File: src/rtl/reg_opf_pkg.sv
// reg_opf_pkg: shared types and constants for the operand-fetch stage.
package reg_opf_pkg;
  typedef logic [4:0] reg_idx_t;
  typedef logic [31:0] xlen_data_t;
  typedef enum logic [1:0] {IDLE, FETCH, HOLD} opf_state_e;
  localparam reg_idx_t REG_ZERO = 5'd0;
endpackage

File: src/rtl/reg_opf_rd_port.sv
// reg_opf_rd_port: one register-file read port; request tracking, data capture and
// optional write-before-read bypass (REG_OPF_WB_BYPASS_EN).
module reg_opf_rd_port
  import reg_opf_pkg::*;
(
  input  logic        clk,
  input  logic        reset,
  input  logic        start_i,
  input  logic        need_i,
  input  logic [4:0]  idx_i,
  input  logic [31:0] rd_data_i,
  input  logic        ack_i,
`ifdef REG_OPF_WB_BYPASS_EN
  input  logic [4:0]  wr_addr_i,
  input  logic [31:0] wr_data_i,
  input  logic        wr_fire_i,
`endif
  output logic [4:0]  addr_o,
  output logic        valid_o,
  output logic [31:0] data_o
);
  reg_idx_t addr_q, addr_d;
  xlen_data_t data_q, data_d, cap;
  logic valid_q, valid_d;
  always_comb begin
`ifdef REG_OPF_WB_BYPASS_EN
    cap = (wr_fire_i && wr_addr_i == addr_q && addr_q != REG_ZERO) ? wr_data_i : rd_data_i;
`else
    cap = rd_data_i;
`endif
    valid_d = start_i ? need_i : valid_q & ~ack_i;
    addr_d = start_i ? (need_i ? idx_i : REG_ZERO) : addr_q;
    data_d = start_i ? '0 : (valid_q & ack_i) ? cap : data_q;
  end
  always_ff @(posedge clk) begin
    if (reset) begin
      valid_q <= 1'b0;
      addr_q <= REG_ZERO;
      data_q <= '0;
    end else begin
      valid_q <= valid_d;
      addr_q <= addr_d;
      data_q <= data_d;
    end
  end
  assign addr_o = addr_q;
  assign valid_o = valid_q;
  assign data_o = data_q;
endmodule

File: src/rtl/reg_operand_fetch.sv
// reg_operand_fetch: fetches two source operands from the register file and hands them to execute.
// Optional write-back bypass enabled by REG_OPF_WB_BYPASS_EN.
module reg_operand_fetch
  import reg_opf_pkg::*;
#(
  parameter int TAG_W = 32,
  parameter int ACK_TIMEOUT = 64
) (
  input  logic             clk,
  input  logic             reset,
  input  logic             dec_valid,
  output logic             dec_ready,
  input  logic [4:0]       dec_rs1,
  input  logic [4:0]       dec_rs2,
  input  logic             dec_rs1_used,
  input  logic             dec_rs2_used,
  input  logic [TAG_W-1:0] dec_tag,
  output logic [4:0]       reg_rd_addr_a,
  output logic             reg_rd_addr_a_valid,
  input  logic [31:0]      reg_rd_data_a,
  input  logic             reg_rd_data_a_ack,
  output logic [4:0]       reg_rd_addr_b,
  output logic             reg_rd_addr_b_valid,
  input  logic [31:0]      reg_rd_data_b,
  input  logic             reg_rd_data_b_ack,
`ifdef REG_OPF_WB_BYPASS_EN
  input  logic [4:0]       reg_wr_addr,
  input  logic [31:0]      reg_wr_data,
  input  logic             reg_wr_data_valid,
  input  logic             reg_wr_ack,
`endif
  output logic             opf_valid,
  input  logic             opf_ready,
  output logic [31:0]      opf_rs1_data,
  output logic [31:0]      opf_rs2_data,
  output logic [TAG_W-1:0] opf_tag,
  output logic             opf_err
);
  localparam int CW = ACK_TIMEOUT > 0 ? $clog2(ACK_TIMEOUT + 1) : 1;
  localparam logic [CW-1:0] LIM = CW'(ACK_TIMEOUT);
  opf_state_e state_q, state_d;
  logic [TAG_W-1:0] tag_q, tag_d;
  logic [CW-1:0] cnt_q, cnt_d;
  logic err_q, err_d, accept, need_a, need_b, last, stall;
  reg_opf_rd_port u_port_a (
    .clk(clk), .reset(reset), .start_i(accept), .need_i(need_a), .idx_i(dec_rs1),
    .rd_data_i(reg_rd_data_a), .ack_i(reg_rd_data_a_ack),
`ifdef REG_OPF_WB_BYPASS_EN
    .wr_addr_i(reg_wr_addr), .wr_data_i(reg_wr_data), .wr_fire_i(reg_wr_data_valid & reg_wr_ack),
`endif
    .addr_o(reg_rd_addr_a), .valid_o(reg_rd_addr_a_valid), .data_o(opf_rs1_data)
  );
  reg_opf_rd_port u_port_b (
    .clk(clk), .reset(reset), .start_i(accept), .need_i(need_b), .idx_i(dec_rs2),
    .rd_data_i(reg_rd_data_b), .ack_i(reg_rd_data_b_ack),
`ifdef REG_OPF_WB_BYPASS_EN
    .wr_addr_i(reg_wr_addr), .wr_data_i(reg_wr_data), .wr_fire_i(reg_wr_data_valid & reg_wr_ack),
`endif
    .addr_o(reg_rd_addr_b), .valid_o(reg_rd_addr_b_valid), .data_o(opf_rs2_data)
  );
  always_comb begin
    accept = dec_valid && state_q == IDLE;
    need_a = dec_rs1_used && dec_rs1 != REG_ZERO;
    need_b = dec_rs2_used && dec_rs2 != REG_ZERO;
    last = (!reg_rd_addr_a_valid || reg_rd_data_a_ack) && (!reg_rd_addr_b_valid || reg_rd_data_b_ack);
    state_d = state_q == IDLE ? (accept ? ((need_a || need_b) ? FETCH : HOLD) : IDLE)
            : state_q == FETCH ? (last ? HOLD : FETCH)
            : (opf_ready ? IDLE : HOLD);
    tag_d = accept ? dec_tag : tag_q;
    // a cycle counts toward the timeout only if some request is still unacked after it
    stall = state_q == FETCH && ((reg_rd_addr_a_valid && !reg_rd_data_a_ack) ||
                                 (reg_rd_addr_b_valid && !reg_rd_data_b_ack));
    cnt_d = accept ? '0 : (stall && cnt_q != LIM) ? cnt_q + CW'(1) : cnt_q;
    err_d = err_q || (ACK_TIMEOUT != 0 && stall && cnt_d == LIM);
  end
  always_ff @(posedge clk) begin
    if (reset) begin
      state_q <= IDLE;
      tag_q <= '0;
      cnt_q <= '0;
      err_q <= 1'b0;
    end else begin
      state_q <= state_d;
      tag_q <= tag_d;
      cnt_q <= cnt_d;
      err_q <= err_d;
    end
  end
  assign dec_ready = state_q == IDLE;
  assign opf_valid = state_q == HOLD;
  assign opf_tag = tag_q;
  assign opf_err = err_q;
endmodule
File: config.mk
export PLATFORM = sky130hd
export DESIGN_NAME = reg_operand_fetch
export DESIGN_NICKNAME = d
export VERILOG_FILES = /design/src/rtl/reg_opf_pkg.sv /design/src/rtl/reg_opf_rd_port.sv /design/src/rtl/reg_operand_fetch.sv
export SDC_FILE = /design/constraint.sdc
export NUM_CORES = 1
export LEC_CHECK = 0
export CAP_MARGIN = 10
export CELL_PAD_IN_SITES_DETAIL_PLACEMENT = 0
export CELL_PAD_IN_SITES_GLOBAL_PLACEMENT = 1
export CORE_MARGIN = 4
export CORE_UTILIZATION = 28
export CTS_BUF_LIST = sky130_fd_sc_hd__clkbuf_4
export DETAILED_ROUTE_END_ITERATION = 10
export PLACE_DENSITY_LB_ADDON = 0.12
export SLEW_MARGIN = 20
export SYNTH_ARGS = -nofsm -noshare
export SYNTH_HDL_FRONTEND = slang
export SYNTH_SLANG_ARGS = --single-unit
File: constraint.sdc
create_clock -name clk -period 2.3 [get_ports clk]
set_clock_uncertainty 0.2 [all_clocks]
set_input_delay 0.46 -clock clk [delete_from_list [all_inputs] [get_ports clk]]
set_output_delay 0.46 -clock clk [all_outputs]
set_load 0.005 [all_outputs]
==> results of run 1 <==
what timing repair did:
action	CTS	global route
hold buffers	1	0
endpoints found under the hold margin	4	0
resized for setup	5	0
setup endpoints to repair	2	0
routing by layer:
metal / vias to the layer above / part of all wire, %
li1: 2217 / -
met4: 0 / 1.7
met1: 1985 / 40
met3: 17 / 10
met5: - / 0
met2: 154 / 48
final cells by class:
cell class	count	area (sq um)	share of cell area (%)
clock buffers	18	135	1.90
well taps	188	235	3.31
multi-input cells	382	1810	25.5
repair buffers	241	2400	33.8
inverters	5	18.8	0.264
clock inverters	14	140	1.97
flip-flops and latches	118	2370	33.3
stage by stage:
| stage | cell area, sq um | setup slack (ps) | hold WS, ps | util (%) | TNS (ps) |
|---|---|---|---|---|---|
| floorplan | 4340 | 516 | 245 | - | 0 |
| global placement | 6820 | -8.94 | 240 | 44.8 | -8.94 |
| detailed placement | 6820 | -14.9 | 246 | 44.8 | -14.9 |
| CTS | 7110 | 49.7 | 203 | 46.7 | 0 |
| global route | 7110 | 4.17 | 189 | 46.7 | 0 |
| finish | 7110 | 158 | 256 | 46.7 | 0 |
layout by cell type, fill, tap and decap left out, types with 3 or more instances in the layout:
cell and n:
a21oi_1 106, buf_12 3, dfxtp_1 117, clkbuf_4 18, bufinv_16 3, buf_4 13
inv_1 5, a22o_1 4, nand3_1 9, xnor2_1 3, clkdlybuf4s50_1 221, nor2_1 12
clkinv_1 4, clkinv_2 7, o21ai_0 3, nand2_1 207
state kept, by name, indices dropped and copies added, names as in the netlist, 2 cells and up:
name             flops
opf_tag             32
cnt_q                7
u_port_a.addr_o      5
u_port_b.addr_o      5
u_port_a.data_o     32
state_q              2
u_port_b.data_o     32
logic make-up (layout without fill, tap and decap cells):
group                    count (synthesis)  in the layout  share of synthesized area, %
multiplexers                             2              2                         0.490
buffers and inverters                   41            278                          4.12
AO/OA/AOI/OAI                          122            122                          15.2
XOR/XNOR                                 5              5                          1.01
AND/OR/NAND/NOR                        251            251                          24.2
flip-flops                             118            118                          54.4
adder cells (fa/ha/maj)                  2              2                         0.576
power by group through the flow:
stage | combinational, mW | sequential (mW) | clock, mW
4_1_cts | 0.644 | 2.16 | 1.57
2_1_floorplan | 0.211 | 2.20 | 0
3_3_place_gp | 0.638 | 2.20 | 0
6_report | 0.631 | 2.16 | 1.48
3_5_place_dp | 0.642 | 2.20 | 0
5_1_grt | 0.690 | 2.17 | 1.66
worst max-delay path by stage:
| stage | to | start | depth (start not counted) |
|---|---|---|---|
| finish | reg_rd_addr_a_valid | u_port_a.valid_o | 1 |
| global route | reg_rd_addr_a_valid | u_port_a.valid_o | 1 |
| CTS | reg_rd_addr_a_valid | u_port_a.valid_o | 1 |
| detailed placement | opf_err | reg_rd_data_a_ack | 6 |
| global placement | opf_err | reg_rd_data_b_ack | 6 |
| floorplan | opf_err | reg_rd_data_b_ack | 5 |
==> metrics, run 1 <==
outcome=completed; RR Startpoint=state_q[0]; Post-synth EDFFs=0; Num Clock Sinks=roughly 120; Yosys top cell area share=a little over half; Seq pwr share=approximately half; cts bufs inserted=17; Clk network pwr share=34.7%; switching share of power=between 20% and 30%; clock-pin slew on the worst setup and hold paths=about 90 ps; count leader, synth=nand2_1; final std cells w/o fill=just under 1k; Hold WC Path Type=reg -> reg; Startpoint Class=flop; Int Pwr=between 3 and 4 mW; Total GRT Usage=between 10% and 20%; Worst Path Arrival=1480 ps; Bufs and invs on worst path=1; proportion of layout cells with a drive suffix above 1=under 10%; Ant. Diodes=0; slew at the pin with the worst max-slew slack=around 570 ps; Critical-path top delay cell=clkdlybuf4s50_1; Die Span Y=133 microns; critical path class=reg -> out; Max-slew headroom=between 60 and 70%; crit-path max FO=4; GRT busiest layer=met2; root buf cell=clkbuf_4; period utilization=between 90 and 100%; Post-Syn Area=around 4300 sq um; clock latency on the worst-skew pair=just over 500 ps; Post-layout nets=881; IO buf count=around 220; Placeable Area=15,200 sq um; Combinational Power Share=14.8%; fillers=around 1.5k; TritonCTS clock tree=yes; Top delay family on crit path=buffers and inverters; fmax=467 MHz; r2r setup slk=around 500 ps; sw power=~1.0 mW; met2 usage=between 20% and 30%; PD cells=600 nW/um^2; Vias=~4.4k; Die Wd=about 130 microns; sequential area share after synthesis=54.4%; final slew viol count=0; Final Hold Violating Endpoints=0; startpoint of the worst hold path=u_port_a.addr_o[1]; async set-or-reset flop fraction in the synthesized netlist=0%; Critical Path Max Stage Delay=560 ps; Synth Register Bits=~120; first-pass GRT wire length=between 20,000 and 25,000 microns; Post-Syn Instances=541; cell breakdown of the critical path=clkdlybuf4s50_1; Inst Count DP=933; fin crit period=~2100 ps; met1 usage in global routing=approximately 17%; worst reg-to-reg path cell count=5; vias in the first global route=around 4.4k; area leader, netlist=dfxtp_1; critical path endpoint category=primary output; initial antenna violation count=0; Tot Pwr=roughly 4.3 mW; synth top area cells=dfxtp_1 54%, nand2_1 18%, a21oi_1 12%, clkbuf_1 2.5%, nor2_1 1.1%; vias per inst=4.53; leakage=approximately 2.5 nW; Routed Antenna Nets=0; Hold Path Sink=u_port_a.addr_o[1]; Die Area=about 18,000 sq um; GRT met3 Usage=just under 9%; Post-synth top flop=dfxtp_1; Max Cap Viol=0; TritonRoute pass-1 iters=4; H-tree depth=4; GRT Residual Overflow=0; synthesized net count=between 600 and 700; RR Endpoint=opf_err; GPL Wtd Cong=~0.76; synth cell count leaders=207 x nand2_1, 118 x dfxtp_1, 106 x a21oi_1; WHS Path Cells=2; VDD IR max=roughly 0.27 mV; Setup Buffers After CTS=0; DRC violations left=0; area delta synth->final=63.7%; Mean Syn Cell Area=approximately 8 sq um; RSZ-0062 raised after global routing=false; maximum buffer depth of the clock tree=2; Site Rows=45; Syn. warnings=0; Post-Route WL=between 10,000 and 15,000 microns; Cell variety after synth=45; final setup vio count=0; IO Pins=~230; largest net degree at the start of global routing=72; Worst EP required=1640 ps; DRT iter0 DRCs=about 150; post-DP HPWL=9830 microns; initial core utilization=between 20% and 30%; drt wl/cell=around 14 microns
(Power assumes the default switching activity.)
==> inputs of run 2 (changes only) <==
--- a/config.mk
+++ b/config.mk
@@ -13,7 +13,6 @@
 export CTS_BUF_LIST = sky130_fd_sc_hd__clkbuf_4
 export DETAILED_ROUTE_END_ITERATION = 10
 export PLACE_DENSITY_LB_ADDON = 0.12
-export SLEW_MARGIN = 20
 export SYNTH_ARGS = -nofsm -noshare
 export SYNTH_HDL_FRONTEND = slang
 export SYNTH_SLANG_ARGS = --single-unit
==> results of run 2 <==
Same layout as run 1: the final DEF is identical, and so are final timing and power.
==> inputs of run 3 (changes only) <==
--- a/config.mk
+++ b/config.mk
@@ -13,6 +13,7 @@
 export CTS_BUF_LIST = sky130_fd_sc_hd__clkbuf_4
 export DETAILED_ROUTE_END_ITERATION = 10
 export PLACE_DENSITY_LB_ADDON = 0.12
+export SLEW_MARGIN = 20
 export SYNTH_ARGS = -nofsm -noshare
 export SYNTH_HDL_FRONTEND = slang
 export SYNTH_SLANG_ARGS = --single-unit
==> results of run 3 <==
Same layout as run 1: the final DEF is identical, and so are final timing and power.
